## src/rtl/vsddeserializer_v1.sv

```systemverilog
// rtl/vsddeserializer_v1.sv - comma-aligned serial-to-parallel word receiver
`timescale 1ns/1ps

module vsddeserializer_v1 #(
    parameter int               WIDTH      = 10,
    parameter logic [WIDTH-1:0] COMMA      = 10'b0011111010,
    parameter int               LOCK_COUNT = 3,
    parameter int               LOSS_COUNT = 4
) (
    input  logic             clk,
    input  logic             rst_n,
    input  logic             serial_in,
    output logic [WIDTH-1:0] data_out,
    output logic             data_valid,
    output logic             is_comma,
    output logic             locked,
    output logic             align_err
);

    localparam int PW = (WIDTH > 1) ? $clog2(WIDTH) : 1;
    localparam int GW = (LOCK_COUNT > 0) ? $clog2(LOCK_COUNT + 1) : 1;
    localparam int MW = (LOSS_COUNT > 0) ? $clog2(LOSS_COUNT + 1) : 1;

    localparam logic [PW-1:0] PHASE_LAST = PW'(WIDTH - 1);
    localparam logic [GW-1:0] GOOD_TGT   = GW'(LOCK_COUNT);
    localparam logic [MW-1:0] MISS_TGT   = MW'(LOSS_COUNT);

    typedef enum logic [1:0] {
        ST_HUNT   = 2'd0,
        ST_VERIFY = 2'd1,
        ST_LOCKED = 2'd2
    } state_t;

    state_t           state_q, state_d;
    logic [WIDTH-1:0] win;
    logic [PW-1:0]    phase_q, phase_d;
    logic [GW-1:0]    good_q, good_d;
    logic [MW-1:0]    miss_q, miss_d;
    logic [WIDTH-1:0] dout_d;
    logic             dv_d, ic_d, ae_d, locked_d;
    logic             comma_hit, boundary;

    // The window is a comma in either polarity.
    assign comma_hit = (win == COMMA) || (win == ~COMMA);
    // A complete word occupies the window when the phase counter sits on its last slot.
    assign boundary  = (phase_q == PHASE_LAST);

    // Shift the serial stream into the window, earliest bit ending up in the MSB.
    always_ff @(posedge clk or negedge rst_n) begin
        if (!rst_n) begin
            win <= '0;
        end else begin
            win <= {win[WIDTH-2:0], serial_in};
        end
    end

    // State, counters and registered outputs.
    always_ff @(posedge clk or negedge rst_n) begin
        if (!rst_n) begin
            state_q    <= ST_HUNT;
            phase_q    <= '0;
            good_q     <= '0;
            miss_q     <= '0;
            data_out   <= '0;
            data_valid <= 1'b0;
            is_comma   <= 1'b0;
            align_err  <= 1'b0;
            locked     <= 1'b0;
        end else begin
            state_q    <= state_d;
            phase_q    <= phase_d;
            good_q     <= good_d;
            miss_q     <= miss_d;
            data_out   <= dout_d;
            data_valid <= dv_d;
            is_comma   <= ic_d;
            align_err  <= ae_d;
            locked     <= locked_d;
        end
    end

    // Alignment FSM: hunt for a comma, verify it repeats on the boundary, then track it.
    always_comb begin
        state_d = state_q;
        good_d  = good_q;
        miss_d  = miss_q;
        phase_d = boundary ? '0 : (phase_q + PW'(1));
        dout_d  = data_out;
        dv_d    = 1'b0;
        ic_d    = 1'b0;
        ae_d    = 1'b0;

        case (state_q)
            ST_HUNT: begin
                if (comma_hit) begin
                    // The comma just filled the window; the next word completes WIDTH edges later.
                    phase_d = '0;
                    good_d  = GW'(1);
                    if (LOCK_COUNT <= 1) begin
                        state_d = ST_LOCKED;
                    end else begin
                        state_d = ST_VERIFY;
                    end
                end
            end

            ST_VERIFY: begin
                if (comma_hit) begin
                    if (boundary) begin
                        if (good_q < GOOD_TGT) begin
                            good_d = good_q + GW'(1);
                        end
                        if (good_q >= GOOD_TGT - GW'(1)) begin
                            state_d = ST_LOCKED;
                        end
                    end else begin
                        // A comma on a different alignment wins; restart the count there.
                        phase_d = '0;
                        good_d  = GW'(1);
                    end
                end
            end

            ST_LOCKED: begin
                if (boundary) begin
                    dout_d = win;
                    dv_d   = 1'b1;
                    ic_d   = comma_hit;
                    if (comma_hit) begin
                        miss_d = '0;
                    end
                end else if (comma_hit) begin
                    // Misplaced comma: flag it but keep the current alignment.
                    ae_d = 1'b1;
                    if (miss_q < MISS_TGT) begin
                        miss_d = miss_q + MW'(1);
                    end
                    if (miss_q >= MISS_TGT - MW'(1)) begin
                        state_d = ST_HUNT;
                        miss_d  = '0;
                        good_d  = '0;
                    end
                end
            end

            default: begin
                state_d = ST_HUNT;
                good_d  = '0;
                miss_d  = '0;
            end
        endcase

        locked_d = (state_d == ST_LOCKED);
    end

endmodule
```

## config.mk

```make
export PLATFORM = sky130hd
export DESIGN_NAME = vsddeserializer_v1
export DESIGN_NICKNAME = d
export VERILOG_FILES = /design/src/rtl/vsddeserializer_v1.sv
export SDC_FILE = /design/constraint.sdc
export NUM_CORES = 1
export LEC_CHECK = 0
export ABC_AREA = 1
export CAP_MARGIN = 20
export CORE_UTILIZATION = 43
export CTS_CLUSTER_SIZE = 24
export DETAILED_ROUTE_END_ITERATION = 10
export GPL_ROUTABILITY_DRIVEN = 0
export PLACE_DENSITY = 0.71
export SYNTH_ARGS = -nofsm -noshare
export SYNTH_HDL_FRONTEND = slang
export SYNTH_SLANG_ARGS = --single-unit
```

## constraint.sdc

```tcl
create_clock -name clk -period 1.5 [get_ports clk]
set_input_delay 0.3 -clock clk [delete_from_list [all_inputs] [get_ports clk]]
set_output_delay 0.3 -clock clk [all_outputs]
set_load 0.02 [all_outputs]
```

==> results.cfg, run 1 <==
[finish]
final_core_util_pct = 56.3
nets = 198
drive_above_1_share_pct = 27.4
syn2layout_area_growth_pct = 21.5
final_common_cell = nand2_1
final_cell_mix = nand2_1 (37), dfrtp_1 (35), nor2_1 (16)
nFillCells = 323
diodes = 0

[global_route]
gr-usage-all-layers_pct = 17.3
grt_first_pass_wirelength_um = 5330
grt_pass1_vias = 1255
grt_max_degree = 36
globalRoute.totalOverflow = 0
antenna_found_initial = 0

[die]
die_y_um = 62.9
die_width_um = 62.9
dieArea_um2 = 3960
ios = 17
coreArea_um2 = 3440
initial_utilization_pct = 46.3
row_count = 21

[setup_path]
crit_start = miss_q[1]$_DFFE_PN0P_
critPathLaunchType = flop
r2r-start = miss_q[1]$_DFFE_PN0P_
worstPathRequired_ns = 1.71
rrSetupSlack_ns = -0.01
cp_max_fo = 3
crit_arrival_ns = 1.72
reg2regPathDepth = 7
crit_type = flop to flop
r2r_end = miss_q[2]$_DFFE_PN0P_
end_kind = flop
crit_end = miss_q[2]$_DFFE_PN0P_

[logic_synthesis]
synth_cell_type_count = 27
synth_top_area_share_pct = 54.9
ys_ff_latch = 35
avgSynthCellArea_um2 = 9.67
netlist_instances = 165
synth_fp_nets = 174
ys_warn_count = 0
synth_area_um2 = 1600
yosysTopAreaCell = dfrtp_1
yosys-top-cells-area = dfrtp_1 (55%), nand2_1 (8.9%), o21ai_2 (5.5%)
ys_seq_area_share_pct = 54.9

[timing]
setup_tns_ns = -0.0134
timing.final.crit_share_pct = 101
slew_headroom_pct = 83.1
fmax_mhz = 661
hold_viol = 0
drv_slew = 0
finalCriticalPeriod_ns = 1.51
fin_ws_ns = -0.0134
skew_ns = 0.00657
worstMarginPinSlew_ns = 0.253
hold_ws_ns = 0.373
setup_violations = 1
rsz0062_at_grt = yes

[power]
power.density_nw_per_um2 = 1120
p_sw_share_pct = 30.5
ir_worst_vdd_mv = 0.647
power_frac_clock_pct = 30.0
combPwrFrac_pct = 18.7
p_switching_uw = 662
internal_power_uw = 1510
p_leak_uw = 0.000981
pwr-share-seq_pct = 51.3

[clock_tree]
clk_pin_slew_ns = 0.07
cts_tree = built
cts_root_buffer = clkbuf_8
cts.sinks = 35
postCtsHoldBufs = 0
cts_buffer_depth = 2
numCtsBuffers = 5
insertion_delay_ns = 0.29
htreeDepth = 2

[hold_path]
min_path_type = input port to async pin

[placed_design]
place_ws_ns = -0.0205
io_buffers = 16
hpwl_um = 2100

[route]
wl_per_cell_um = 12.4
firstDrtPassIters = 4
num_vias = 1173
routed_wl_um = 2940
via_per_inst = 4.97
drtAntennaViolNets = 0
drc_errors = 0
first_iter_violations = 63

[outcome]
status = complete, but fails checks
violations = negative setup slack

[run]
cap_viol_max_count = 0
-- worst min path at each step --
stage / start / end
floorplan: rst_n / align_err$_DFF_PN0_
global placement: win[5]$_DFF_PN0_ / win[6]$_DFF_PN0_
detailed placement: win[5]$_DFF_PN0_ / win[6]$_DFF_PN0_
CTS: rst_n / data_out[0]$_DFFE_PN0P_
global route: rst_n / data_out[0]$_DFFE_PN0P_
finish: rst_n / data_out[0]$_DFFE_PN0P_
-- critical path, cell delays in order (launching register included) --
cell     delay [ns]
dfrtp_1        0.40
ha_2           0.20
ha_4           0.16
nor2_4         0.08
nand2_2        0.09
nor3_4         0.20
nand3_2        0.13
o21ai_2        0.17
-- final cells by class --
type,count,area (um2),area share (%)
Multi-Input combinational cell,105,647,33.4
Tap cell,46,57.6,2.97
Inverter,22,87.6,4.52
Sequential cell,35,876,45.2
Clock buffer,6,72.6,3.74
Timing Repair Buffer,20,185,9.55
Clock inverter,2,12.5,0.646
-- power by group through the flow --
stage	combinational [uW]	sequential [uW]	clock [uW]
2_1_floorplan	299	1120	0
3_3_place_gp	375	1120	0
3_5_place_dp	408	1130	0
4_1_cts	407	1110	670
5_1_grt	466	1130	712
6_report	406	1110	650
-- layer usage --
layer	GRT usage (%)	vias up	routed length, um
li1	-	568	-
met1	19.8	578	1230
met4	5.23	0	40
met2	30.4	21	1550
met3	5.47	6	113
met5	0	-	0
-- flip-flops by register name, summed over array words and instances (netlist names) --
| name | cells |
|---|---|
| is_comma | 1 |
| data_out | 10 |
| win | 10 |
| good_q | 2 |
| align_err | 1 |
| data_valid | 1 |
| state_q | 2 |
| miss_q | 3 |
| locked | 1 |
| phase_q | 4 |
-- kinds of logic after synthesis --
kind of cell	count (synthesis)	share of synthesized area (%)
AOI/OAI and AO/OA	20	9.18
adders and majority gates	6	4.71
buffers and inverters	25	7.45
DFF	35	54.9
and+or+nand+nor	79	23.8
-- through the flow --
| stage | std cells | instance area (um2) | power, uW |
|---|---|---|---|
| detailed placement | 226 | 1810 | 1540 |
| global route | 236 | 1940 | 2310 |
| floorplan | 165 | 1600 | 1420 |
| finish | 236 | 1940 | 2170 |
| CTS | 235 | 1880 | 2190 |
| global placement | 226 | 1810 | 1500 |
-- synthesized netlist by cell type --
| cell type | number |
|---|---|
| a211oi_1 | 1 |
| a21boi_1 | 2 |
| a21oi_1 | 2 |
| a31oi_1 | 1 |
| buf_6 | 3 |
| dfrtp_1 | 35 |
| ha_1 | 6 |
| inv_1 | 11 |
| inv_2 | 10 |
| inv_4 | 1 |
| nand2_1 | 38 |
| nand2_2 | 4 |
| nand2_4 | 1 |
| nand3_1 | 6 |
| nand3_2 | 1 |
| nand3_4 | 1 |
| nand3b_1 | 2 |
| nor2_1 | 18 |
| nor2_2 | 1 |
| nor2_4 | 1 |
| nor3_1 | 2 |
| nor3_2 | 2 |
| nor4_1 | 1 |
| o21ai_0 | 1 |
| o21ai_1 | 3 |
| o21ai_2 | 10 |
| or2_2 | 1 |
-- repair_timing --
item,4_1_cts,5_1_grt
setup buffers,1,1
setup endpoints to repair,18,16
resized for setup,14,13
pin swaps,1,6
No activity file was read; power rests on OpenSTA's default activity.
==> run 2, diff against run 1 <==
- CTS_CLUSTER_DIAMETER: default -> 50
==> results of run 2 <==
No change in the layout: final DEF, timing and power equal those of run 1.
==> run 3, diff against run 2 <==
- GPL_ROUTABILITY_DRIVEN: 0 -> default
==> results of run 3 <==
No change in the layout: final DEF, timing and power equal those of run 1.
